--- src/rtl/barrel_shift_scheduler.sv ---
// Two-requester round-robin scheduler feeding one shared 4-bit rotate-right unit.
// Each granted job rotates its word by amt once per pass, cnt passes, then waits for the consumer.
module barrel_shift_scheduler (
    input  logic       clk,
    input  logic       rst_n,
    input  logic       req0,
    input  logic       req1,
    input  logic [3:0] data0,
    input  logic [3:0] data1,
    input  logic [1:0] amt0,
    input  logic [1:0] amt1,
    input  logic [2:0] cnt0,
    input  logic [2:0] cnt1,
    output logic       gnt0,
    output logic       gnt1,
    output logic       out_valid,
    input  logic       out_ready,
    output logic [3:0] out_data,
    output logic       out_id,
    output logic       busy,
    output logic [1:0] dbg_state
);

    typedef enum logic [1:0] {
        IDLE  = 2'd0,
        SHIFT = 2'd1,
        DONE  = 2'd2
    } state_t;

    state_t     state_q, state_d;
    logic [3:0] work_q, work_d;
    logic [1:0] amt_q, amt_d;
    logic [2:0] passes_q, passes_d;
    logic       id_q, id_d;
    logic       last_id_q, last_id_d;
    logic       gnt0_q, gnt0_d;
    logic       gnt1_q, gnt1_d;

    logic       win;
    logic [3:0] win_data;
    logic [1:0] win_amt;
    logic [2:0] win_cnt;
    logic [3:0] rot_out;

    // y[i] = w[(i+s) mod 4]: shift a doubled copy right and keep the low nibble.
    function automatic logic [3:0] rotr(input logic [3:0] w, input logic [1:0] s);
        logic [7:0] dbl;
        dbl = {w, w} >> s;
        return dbl[3:0];
    endfunction

    assign rot_out = rotr(work_q, amt_q);

    always_comb begin
        state_d   = state_q;
        work_d    = work_q;
        amt_d     = amt_q;
        passes_d  = passes_q;
        id_d      = id_q;
        last_id_d = last_id_q;
        gnt0_d    = 1'b0;
        gnt1_d    = 1'b0;

        // Contention goes to whoever did not win last time; a lone request simply wins.
        win      = (req0 && req1) ? ~last_id_q : req1;
        win_data = win ? data1 : data0;
        win_amt  = win ? amt1  : amt0;
        win_cnt  = win ? cnt1  : cnt0;

        case (state_q)
            IDLE: begin
                if (req0 || req1) begin
                    work_d    = win_data;
                    amt_d     = win_amt;
                    passes_d  = win_cnt;
                    id_d      = win;
                    last_id_d = win;
                    gnt0_d    = ~win;
                    gnt1_d    = win;
                    state_d   = (win_cnt != 3'd0) ? SHIFT : DONE;
                end
            end
            SHIFT: begin
                work_d   = rot_out;
                passes_d = passes_q - 3'd1;
                if (passes_q <= 3'd1) begin
                    state_d = DONE;
                end
            end
            DONE: begin
                if (out_ready) begin
                    state_d = IDLE;
                end
            end
            default: state_d = IDLE;
        endcase
    end

    always_ff @(posedge clk or negedge rst_n) begin
        if (!rst_n) begin
            state_q   <= IDLE;
            work_q    <= 4'd0;
            amt_q     <= 2'd0;
            passes_q  <= 3'd0;
            id_q      <= 1'b0;
            last_id_q <= 1'b1;
            gnt0_q    <= 1'b0;
            gnt1_q    <= 1'b0;
        end else begin
            state_q   <= state_d;
            work_q    <= work_d;
            amt_q     <= amt_d;
            passes_q  <= passes_d;
            id_q      <= id_d;
            last_id_q <= last_id_d;
            gnt0_q    <= gnt0_d;
            gnt1_q    <= gnt1_d;
        end
    end

    // Handshake: a result transfers on a rising edge where out_valid && out_ready;
    // out_valid/out_data/out_id stay put while out_ready is low.
    assign gnt0      = gnt0_q;
    assign gnt1      = gnt1_q;
    assign out_valid = (state_q == DONE);
    assign out_data  = (state_q == DONE) ? work_q : 4'd0;
    assign out_id    = id_q;
    assign busy      = (state_q != IDLE);
    assign dbg_state = state_q;

endmodule

--- config.mk ---
export PLATFORM = sky130hd
export DESIGN_NAME = barrel_shift_scheduler
export DESIGN_NICKNAME = d
export VERILOG_FILES = /design/src/rtl/barrel_shift_scheduler.sv
export SDC_FILE = /design/constraint.sdc
export NUM_CORES = 1
export LEC_CHECK = 0
export ABC_AREA = 1
export BUFFER_PORTS_ARGS = -buffer_cell sky130_fd_sc_hd__buf_2
export CAP_MARGIN = 20
export CORE_ASPECT_RATIO = 1.75
export CORE_MARGIN = 2
export CORE_UTILIZATION = 35
export CTS_CLUSTER_DIAMETER = 50
export CTS_CLUSTER_SIZE = 16
export DETAILED_ROUTE_END_ITERATION = 10
export PLACE_DENSITY = 0.58
export SYNTH_ARGS = -nofsm -noshare
export SYNTH_HDL_FRONTEND = slang
export SYNTH_SLANG_ARGS = --single-unit
--- constraint.sdc ---
create_clock -name clk -period 3.25 [get_ports clk]
set_input_delay 0.325 -clock clk [delete_from_list [all_inputs] [get_ports clk]]
set_output_delay 0.325 -clock clk [all_outputs]
set_load 0.1 [all_outputs]
# Word level (Yosys, flattened, before mapping)
# Index checks and enable logic that the tools add are counted.
# classes
n_addsub,1
muxes,18
n_shift,1
bitwise_logic,2
n_reduce_logical,9
eq_ne,5
order_cmp,1
# ops
op,count
2-to-1 mux 4 bit,3
2-to-1 mux 2 bit,5
case mux 4 bit (2 select lines),1
>> shifter 8 x 2 -> 4 bit,1
2-to-1 mux 3 bit,2
case mux 2 bit (3 select lines),1
case mux 3 bit (2 select lines),1
2-to-1 mux 1 bit,5
inequality test 2 bit (second input constant),2
AND reduction 2 bit,2
nonzero test 2 bit,2
<= comparator 3 x 1 -> 1 bit (second input constant),1
AND reduction 3 bit,1
nonzero test 3 bit,1
subtractor 3 x 1 -> 3 bit (second input constant),1
== test 2 x 1 -> 1 bit (second input constant),1
== test 2 bit (second input constant),1
logical NOT 2 bit,1
inequality test 2 x 1 -> 1 bit (second input constant),1
inverter 1 bit,2
logical AND 1 bit,1
logical OR 1 bit,1
# totals
out_inout_bits,11
input_bits,23
ff_bits,15

# Logic depth before layout (Yosys ltp)
# Gate-level depths: netlist of run 1.
# logic_depth
depth_word,7
depth_mapped,8
mapped_depth_nobuf,8

# Least setup slack after synthesis of run 1
# OpenSTA, ideal clock, no wires.
# synth_path
path_kind,register to output
start,"reg state_q[1], in the netlist dbg_state[1]"
end,out out_data[0]
n_path_buf,0
setup_slack_ns,-1.089
path_stages_with_launch,5
arrival_ns,4.014
path_cell_list,dfrtp_1 -> inv_1 -> nor2_1 -> inv_1 -> nor2_1
# synth_via
elab_chain_cells,2
# synth_lines
item,line,text
"start, declared",30,"state_t state_q, state_d;"
"start signal, assigned",110,state_q <= state_d;
== test 2 bit,-,
net out_valid,16,"output logic out_valid,"
2-to-1 mux 4 bit,126,assign out_data = (state_q == DONE) ? work_q : 4'd0;
"end, declared",18,"output logic [3:0] out_data,"
# The timed path passes the listed nets, and every way through them passes these cells.

# Worst setup path in the final report of run 1
# layout_path
start,"reg state_q[1], in the netlist dbg_state[1]"
end,out out_data[2]
# layout_via
elab_chain_cells,2
# layout_lines
item,line
== test 2 bit,126
2-to-1 mux 4 bit,126
# Every way passes these cells.

==> results of run 1 <==
==> layout by cell type, fill, tap and decap left out, drive strengths merged <==
cell type,Yosys,final
a211oi,1,1
a21oi,2,2
a31oi,1,1
buf,2,33
clkbuf,0,4
dfrtp,14,14
dfstp,1,1
dlygate4sd3,0,1
ha,2,2
inv,28,28
nand2,53,53
nand3,18,18
nand3b,1,1
nor2,14,14
o211ai,1,1
o21ai,10,10
o221ai,1,1
==> layout make-up <==
class,instances,area (sq um)
clock buffer,4,45.0
fill,295,1460
inverter,28,105
multi-input combinational,104,495
sequential,15,377
tap,27,33.8
timing repair buffer,34,175
==> registers in the layout (all words and copies together), names as in the netlist <==
signal / cells
amt_q: 2
dbg_state: 2
gnt0: 1
gnt1: 1
last_id_q: 1
out_id: 1
passes_q: 3
work_q: 4
==> critical path, stage by stage, from the launching register on <==
cell     delay (ns)
dfrtp_1        0.40
inv_1          0.10
nor2_4         0.10
inv_1          0.11
nor2_2         0.09
buf_2          0.42
==> layer usage <==
metal	track usage [%]	up-vias	share of wire [%]
met1	18.6	476	41
met5	0	-	0
met3	2.18	5	3.9
li1	-	535	-
met2	32.5	29	53
met4	9.43	0	2.2
==> final timing paths <==
kind / to / startpoint / cells after the start
worst max register to register: passes_q[0]$_DFFE_PN0P_ / dbg_state[0]$_DFFE_PN0P_ / 5
min in group asynchronous: gnt0$_DFF_PN0_ / rst_n / 2
worst max-delay path: out_data[2] / dbg_state[1]$_DFFE_PN0P_ / 5
max in group asynchronous: last_id_q$_DFFE_PN1P_ / rst_n / 2
worst min-delay path: amt_q[1]$_DFFE_PN0P_ / amt0[1] / 3
worst min register to register: out_id$_DFFE_PN0P_ / out_id$_DFFE_PN0P_ / 2
==> cell families (layout without fill, tap and decap cells) <==
group,count (synthesis),count (layout),share of synthesized area [%]
AO/OA/AOI/OAI,16,16,9.56
adder cells (fa/ha/maj),2,2,2.55
buffers and inverters,30,66,13.0
flip-flops,15,15,38.3
AND/OR/NAND/NOR,86,86,36.6
==> metrics by stage <==
| step | instances | hold WS, ns | setup slack [ns] | total power, W |
|---|---|---|---|---|
| floorplan | 149 | 0.0294 | 0.162 | 0.00114 |
| global placement | 207 | 0.259 | 1.74 | 0.00129 |
| detailed placement | 207 | 0.258 | 1.71 | 0.00130 |
| CTS | 212 | 0.302 | 1.43 | 0.00145 |
| global route | 212 | 0.333 | 1.33 | 0.00158 |
| finish | 212 | 0.300 | 1.46 | 0.00145 |
==> report_power, final <==
| part | internal (W) | switching, W | total (W) |
|---|---|---|---|
| Combinational | 0.000210 | 0.000710 | 0.000920 |
| Clock | 0.0000869 | 0.0000657 | 0.000153 |
| Sequential | 0.000284 | 0.0000908 | 0.000375 |
| Total | 0.000581 | 0.000867 | 0.00145 |
==> out/qor.txt, run 1 <==
GRT overflow: 0
Fin. Hold Viols: 0
internal reg-to-reg setup slack: 1.68 ns
Antenna Cells: 0
WP data required: 2.92 ns
Die H: 74.1 um
Routed WL per cell: 11.7 um
Top Ports: 34
pwr/cell area: 1180 nW/um^2
Initial Utilization: 36.5%
vias in the first global route: 985
drt drc: 0
Hold Path Class: in2reg
CP Data Arrival Time: 1.47 ns
Seq/Total Area, Yosys: 38.3%
Post-CTS Setup Repair Bufs: 0
Tmin final: 1.79 ns
DRT iter0 DRCs: 31
Crit Path Max Fanout: 5
clock-pin slew on the worst setup and hold paths: 0.06 ns
Slew HR: 56.4%
Core Util, Final: 45.8%
RSZ-0062 raised after global routing: false
fin crit share: 55.1%
Gates resized, CTS repair: 0
layout net count: 211
die span in x: 44.0 um
Leak Pwr: 0.722 nW
setup TNS: 0 ns
Final ANT Viol Nets: 0
Placement Cell Area: 1180 sq um
post-synth net total: 174
largest net degree at the start of global routing: 16
fin. max-slew vios: 0
DP Wirelength: 2000 um
max frequency: 558 MHz
cell count after synthesis: 149
top post-synthesis cells by area: dfrtp_1, nand2_1, inv_1
total number of vias: 1045
CTS tree: yes
TritonCTS Buffers: 3
clock skew: 0.00195 ns
asr flop ratio synth: 100%
Post-synth EDFFs: 0
Main synth FF type: dfrtp_1
final WL: 2480 um
overall routing resource usage: 17.6%
count of state elements after synthesis: 15
CTS Sinks: 15
Setup crit end kind: primary output
global-route wire length before repair: 4200 um
drt pass-1 iters: 4
row count: 25
CTS Buffer Depth: 2
port bufs: 33
endpoints failing setup: 0
layout cells sized above 1: 25.9%
latest clock arrival within the worst-skew pair: 0.25 ns
core area: 2690 sq um
status: completed
Peak VDD IR: 0.605 mV
share of the synthesized area in the top cell type: 35.7%
worst setup path class: reg2out
die area: 3260 sq um
synth cell count leaders: nand2_1, inv_1, nand3_1
yosys warns: 0
initial antenna violation count: 0
most frequent cell after synthesis: nand2_1
synthesis-to-finish area growth: 25.4%
final instance area: 1230 sq um
Synth Area per Inst: 6.59 sq um
gpl congestion: 0.932
CTS Hold Bufs: 1
largest area contributor in the netlist: dfrtp_1
Max-Cap Viols: 0
CTS Root Cell: clkbuf_8
Netlist cell types: 20
Syn Std Cell Area: 982 sq um
Worst-Margin Slew: 0.651 ns
vias per inst: 4.93
crit path launch type: flip-flop
H-tree Lvls: 1
Power figures use the tool's default switching activity.
==> inputs of run 2 (changes only) <==
==> constraint.sdc (replaced) <==
create_clock -name clk -period 1.7 [get_ports clk]
set_input_delay 0.17 -clock clk [delete_from_list [all_inputs] [get_ports clk]]
set_output_delay 0.17 -clock clk [all_outputs]
set_load 0.1 [all_outputs]
==> run 2 against run 1 <==
Against the previous run: wire length up 2.5%; register-to-register slack worse by 1.5 ns; sequential power up 97%; power up 100%; sequential share of layout area down 1.8 points; critical path type unchanged; largest power group unchanged.
==> out/qor.txt, run 2 (synthesis results as in run 1) <==
status: completed
total number of vias: 1077 (+3.1%)
core area: 2690 sq um (unchanged)
H-tree Lvls: 1 (unchanged)
synthesis-to-finish area growth: 35.2%
Fin. Hold Viols: 0 (unchanged)
Leak Pwr: 0.740 nW (+2.5%)
GRT overflow: 0 (unchanged)
CTS Sinks: 15 (unchanged)
CP Data Arrival Time: 1.48 ns (about the same)
TritonCTS Buffers: 3 (unchanged)
fin crit share: 96.9%
clock skew: 0.00539 ns (+0.00343 ns)
DP Wirelength: 2110 um (+5.6%)
commonest cells after routing, fill and taps aside: nand2_1, buf_2, inv_1
Setup crit end kind: primary output
most common cell after layout, fill and taps aside: nand2_1
latest clock arrival within the worst-skew pair: 0.25 ns (about the same)
largest registers: work_q x4, passes_q x3
Hold Path Class: in2reg
RSZ-0062 raised after global routing: false
vias per inst: 5.06 (+2.6%)
WP data required: 1.53 ns (-1.39 ns)
global-route wire length before repair: 4290 um (+2.1%)
layout net count: 212 (+0.47%)
max reg flops: 4 (unchanged)
register bank with the most flops: work_q
die area: 3260 sq um (unchanged)
endpoints failing setup: 0 (unchanged)
CTS Buffer Depth: 2 (unchanged)
Top Ports: 34 (unchanged)
Core Util, Final: 49.3% (+3.6 points)
CTS Root Cell: clkbuf_8
CTS tree: yes
Worst-Margin Slew: 0.490 ns (-0.161 ns)
drt pass-1 iters: 4 (unchanged)
Slew HR: 67.5% (+11 points)
pwr/cell area: 2220 nW/um^2 (+89%)
fin. max-slew vios: 0 (unchanged)
DRT iter0 DRCs: 36 (+16%)
clock-pin slew on the worst setup and hold paths: 0.07 ns (about the same)
hold slack final: 0.150 ns (-0.150 ns)
Peak VDD IR: 1.33 mV (+120%)
Tmin final: 1.65 ns
die span in x: 44.0 um (unchanged)
Crit Path Max Fanout: 5 (unchanged)
drt drc: 0 (unchanged)
Routed WL per cell: 11.9 um (+2.0%)
vias in the first global route: 1049 (+6.5%)
Final ANT Viol Nets: 0 (unchanged)
crit path launch type: flip-flop
gpl congestion: 0.873 (-6.3%)
initial antenna violation count: 0 (unchanged)
internal reg-to-reg setup slack: 0.15 ns (-1.53 ns)
port bufs: 33 (unchanged)
final WL: 2540 um (+2.5%)
layout cells sized above 1: 28.5% (+2.5 points)
Initial Utilization: 36.5% (unchanged)
Antenna Cells: 0 (unchanged)
Die H: 74.1 um (unchanged)
max frequency: 607 MHz
overall routing resource usage: 17.6% (+0.026 points)
Max-Cap Viols: 0 (unchanged)
largest net degree at the start of global routing: 16 (unchanged)
worst setup path class: reg2out
row count: 25 (unchanged)
==> run 2: changes by cell type in the layout (fill, tap and decap cells not counted), sizes merged <==
cell and change:
clkinv +1, clkbuf -1, buf +1
==> run 2: routing by layer <==
layer / wire (um) / global-route usage [%]
met1: 916 / 18.1
met2: 1400 / 33.7
met3: 123 / 1.46
met4: 99 / 9.43
met5: 0 / 0
==> run 2: metrics by stage <==
step	setup TNS (ns)	setup WS [ns]	cells	instance area [sq um]	total power, W
6_report	0	0.0528	213	1330	0.00295
5_1_grt	0	0.0233	213	1330	0.00318
4_1_cts	0	0.0692	213	1330	0.00297
3_5_place_dp	0	0.169	208	1270	0.00267
3_3_place_gp	0	0.153	208	1270	0.00263
2_1_floorplan	-2.72	-0.564	149	1030	0.00223
==> run 2: timing repair <==
action / 4_1_cts / 5_1_grt
setup endpoints to repair: 0 / 0
resized for setup: 0 / 0
hold buffers: 1 / 0
buffers inserted: 0 / 0
hold endpoints to repair: 14 / 0
==> run 2: worst paths after layout <==
kind	start	end	cells past startpoint
max	dbg_state[1]$_DFFE_PN0P_	busy	3
min	amt0[1]	amt_q[1]$_DFFE_PN0P_	3
max reg2reg	dbg_state[1]$_DFFE_PN0P_	work_q[2]$_DFFE_PN0P_	6
min reg2reg	last_id_q$_DFFE_PN1P_	last_id_q$_DFFE_PN1P_	2
max in group asynchronous	rst_n	last_id_q$_DFFE_PN1P_	2
min in group asynchronous	rst_n	work_q[0]$_DFFE_PN0P_	2
==> run 2: final cells by class <==
cell class              count  area (sq um)
clock buffers               3          41.3
clock inverters             1          5.00
fillers                   271          1360
inverters                  28           108
multi-input cells         104           515
flip-flops and latches     15           382
well taps                  27          33.8
repair buffers             35           243
==> run 2: power breakdown <==
group | switching [W] | internal (W) | leakage, nW
logic | 0.00141 | 0.000505 | 0.536
clock network | 0.000133 | 0.000162 | 0.0255
registers | 0.000185 | 0.000551 | 0.178
total | 0.00173 | 0.00122 | 0.740
==> run 2: critical path, cell delays in order, from the launching register on <==
cell and delay [ns]:
dfrtp_4 0.51, nor2_1 0.29, inv_1 0.11, buf_2 0.31
==> inputs of run 3 (changes only) <==
--- a/config.mk
+++ b/config.mk
@@ -5,7 +5,6 @@
 export SDC_FILE = /design/constraint.sdc
 export NUM_CORES = 1
 export LEC_CHECK = 0
-export ABC_AREA = 1
 export BUFFER_PORTS_ARGS = -buffer_cell sky130_fd_sc_hd__buf_2
 export CAP_MARGIN = 20
 export CORE_ASPECT_RATIO = 1.75
@@ -14,7 +13,7 @@
 export CTS_CLUSTER_DIAMETER = 50
 export CTS_CLUSTER_SIZE = 16
 export DETAILED_ROUTE_END_ITERATION = 10
-export PLACE_DENSITY = 0.58
+export PLACE_DENSITY = 0.59
 export SYNTH_ARGS = -nofsm -noshare
 export SYNTH_HDL_FRONTEND = slang
 export SYNTH_SLANG_ARGS = --single-unit
==> run 3 against run 2 <==
Against the previous run: clock power down 2%; non-clock buffer count rose by 2; critical path depth decreased by 1; cell area fell by 4.9%; register-to-register slack improved by 0.07 ns; die area shrank 5.4%; fmax up 2.4%; via count is 22% lower; flip-flop and latch count stayed put; worst setup slack gained 0.039 ns; utilization rose by 1.3 points; largest cell class unchanged.
==> out/qor.txt, run 3 <==
core area: 2490 sq um (-7.3%)
post-synth net total: 113 (-35%)
clock-pin slew on the worst setup and hold paths: 0.06 ns (about the same)
largest net degree at the start of global routing: 16 (unchanged)
fin. max-slew vios: 0 (unchanged)
fin crit share: 94.6% (-2.3 points)
met2 GRT Util: 29.5% (-4.2 points)
asr flop ratio synth: 100% (unchanged)
met3 usage: 1.99% (+0.53 points)
Placement Cell Area: 1210 sq um (-5.0%)
final WL: 2270 um (-11%)
count of state elements after synthesis: 15 (unchanged)
Synth Area per Inst: 10.5 sq um (+59%)
layout cells sized above 1: 45.2% (+17 points)
WP data required: 1.53 ns (about the same)
Slew HR: 67.7% (+0.20 points)
Netlist cell types: 36 (+80%)
initial antenna violation count: 0 (unchanged)
Max-Cap Viols: 0 (unchanged)
commonest cells after routing, fill and taps aside: buf_2, dfrtp_1, mux2i_1
overall routing resource usage: 16.6% (-1.0 points)
TritonCTS Buffers: 3 (unchanged)
area share of fa/ha/maj cells after synthesis: 2.71% (+0.16 points)
Final ANT Viol Nets: 0 (unchanged)
GRT overflow: 0 (unchanged)
global-route wire length before repair: 3990 um (-7.1%)
gpl congestion: 0.827 (-5.2%)
row count: 24 (-4.0%)
Setup crit end kind: primary output
share of the synthesized area in the top cell type: 37.9% (+2.2 points)
register bank with the most flops: work_q
Compound-Gate Fraction of Synth Area: 22.3% (+13 points)
Syn Std Cell Area: 925 sq um (-5.9%)
Peak VDD IR: 1.08 mV (-19%)
synthesis-to-finish area growth: 36.5%
vias in the first global route: 875 (-17%)
cell count after synthesis: 88 (-41%)
status: completed
CTS Buffer Depth: 2 (unchanged)
Die H: 72.0 um (-2.8%)
largest family of logic cells by synthesized area: compound AO/OA/AOI/OAI gates
crit path launch type: flip-flop
total number of vias: 841 (-22%)
XOR/XNOR Fraction of Synth Area: 0% (unchanged)
Initial Utilization: 37.1% (+0.59 points)
Fin. Hold Viols: 0 (unchanged)
Seq/Total Area, Yosys: 40.7% (+2.4 points)
die area: 3090 sq um (-5.4%)
Tmin final: 1.61 ns (-0.0390 ns)
drt pass-1 iters: 4 (unchanged)
Antenna Cells: 0 (unchanged)
DRT iter0 DRCs: 19 (-47%)
yosys warns: 0 (unchanged)
met1 GRT Util: 20.0% (+1.9 points)
top post-synthesis cells by area: dfrtp_1, mux2i_1, mux2_2
H-tree Lvls: 1 (unchanged)
PnR Total Power: 0.00270 W (-8.6%)
multiplexer share of the synthesized area: 14.7% (+15 points)
endpoints failing setup: 0 (unchanged)
Crit Path Max Fanout: 14 (+9)
RSZ-0062 raised after global routing: false
port bufs: 33 (unchanged)
latest clock arrival within the worst-skew pair: 0.24 ns (about the same)
most common cell after layout, fill and taps aside: buf_2
clock skew: 0.00166 ns (-0.00373 ns)
max reg flops: 4 (unchanged)
Hold Path Class: in2reg
largest registers: work_q x4, passes_q x3
Top Ports: 34 (unchanged)
layout net count: 152 (-28%)
CTS tree: yes
CTS Root Cell: clkbuf_8
Routed WL per cell: 14.9 um (+25%)
DP Wirelength: 1810 um (-14%)
largest area contributor in the netlist: dfrtp_1
vias per inst: 5.53 (+9.4%)
drt drc: 0 (unchanged)
Post-synth EDFFs: 0 (unchanged)
CP Data Arrival Time: 1.44 ns (-0.04 ns)
Worst-Margin Slew: 0.487 ns (-0.00295 ns)
gr busiest metal: met2
pwr/cell area: 2140 nW/um^2 (-3.9%)
most frequent cell after synthesis: dfrtp_1
synth cell count leaders: dfrtp_1, mux2i_1, and2_1, o21ai_0
Leak Pwr: 0.597 nW (-19%)
worst setup path class: reg2out
CTS Sinks: 15 (unchanged)
die span in x: 42.9 um (-2.7%)
Main synth FF type: dfrtp_1
final instance area: 1260 sq um (-4.9%)
Post-Synth Simple-Gate Area: 15.3% (-21 points)
max frequency: 622 MHz (+2.4%)
[run 3: cell types whose count changed after synthesis, sizes merged, moves of 4 or more]
cell / change
mux2i: +8
a22oi: +5
nor2: -12
mux2: +5
nand2: -51
nand3: -18
inv: -23
o21ai: -4
and2: +6
[run 3: repair_timing]
item / 4_1_cts / 5_1_grt
gates resized for setup: 0 / 0
hold buffers: 1 / 0
buffers inserted: 0 / 0
hold endpoints to repair: 14 / 0
[run 3: final timing paths]
kind,from,endpoint,slack (ns),cells after the start
max,dbg_state[1]$_DFFE_PN0P_,out_valid,0.09,2
min,amt1[1],amt_q[1]$_DFFE_PN0P_,0.16,2
max reg2reg,last_id_q$_DFFE_PN1P_,dbg_state[0]$_DFFE_PN0P_,0.22,4
min reg2reg,out_id$_DFFE_PN0P_,out_id$_DFFE_PN0P_,0.47,1
max in group asynchronous,rst_n,last_id_q$_DFFE_PN1P_,1.03,2
min in group asynchronous,rst_n,gnt1$_DFF_PN0_,0.37,2
[run 3: logic make-up after synthesis]
logic type	Yosys count
flip-flops	15
buffers and inverters	8
multiplexers	13
adder cells (fa/ha/maj)	2
AO/OA/AOI/OAI	28
AND/OR/NAND/NOR	22
[run 3: worst max-delay path: stages (launching register included)]
cell     delay, ns
dfrtp_4       0.51
nor2b_4       0.23
buf_2         0.45
[run 3: area by class of cell]
type,instances,area [sq um]
Fill cell,218,1230
Timing Repair Buffer,37,258
Tap cell,26,32.5
Multi-Input combinational cell,65,527
Clock buffer,4,45.0
Sequential cell,15,382
Inverter,5,18.8
[run 3: through the flow]
stage               utilization (%)  cells  hold WS [ns]  worst slack, ns  setup TNS (ns)
global placement               48.4    147        0.0915            0.315               0
floorplan                         -     88        -0.126           -0.299           -1.22
CTS                            50.7    152         0.163           0.0754               0
global route                   50.7    152         0.156           0.0198               0
detailed placement             48.4    147        0.0982            0.224               0
finish                         50.7    152         0.163           0.0918               0
[run 3: power by group]
part           internal (W)  leakage [nW]  total, W  switching [W]
registers          0.000548         0.179  0.000741       0.000192
clock network      0.000166        0.0228  0.000288       0.000122
logic              0.000566         0.395   0.00167        0.00110
[run 3: routing by layer]
metal / routed length, um / vias up / part of all wire (%)
met5: 0 / - / 0
met4: 23 / 0 / 1.0
met3: 109 / 2 / 4.8
met2: 1210 / 29 / 53
met1: 924 / 400 / 41
li1: - / 410 / -
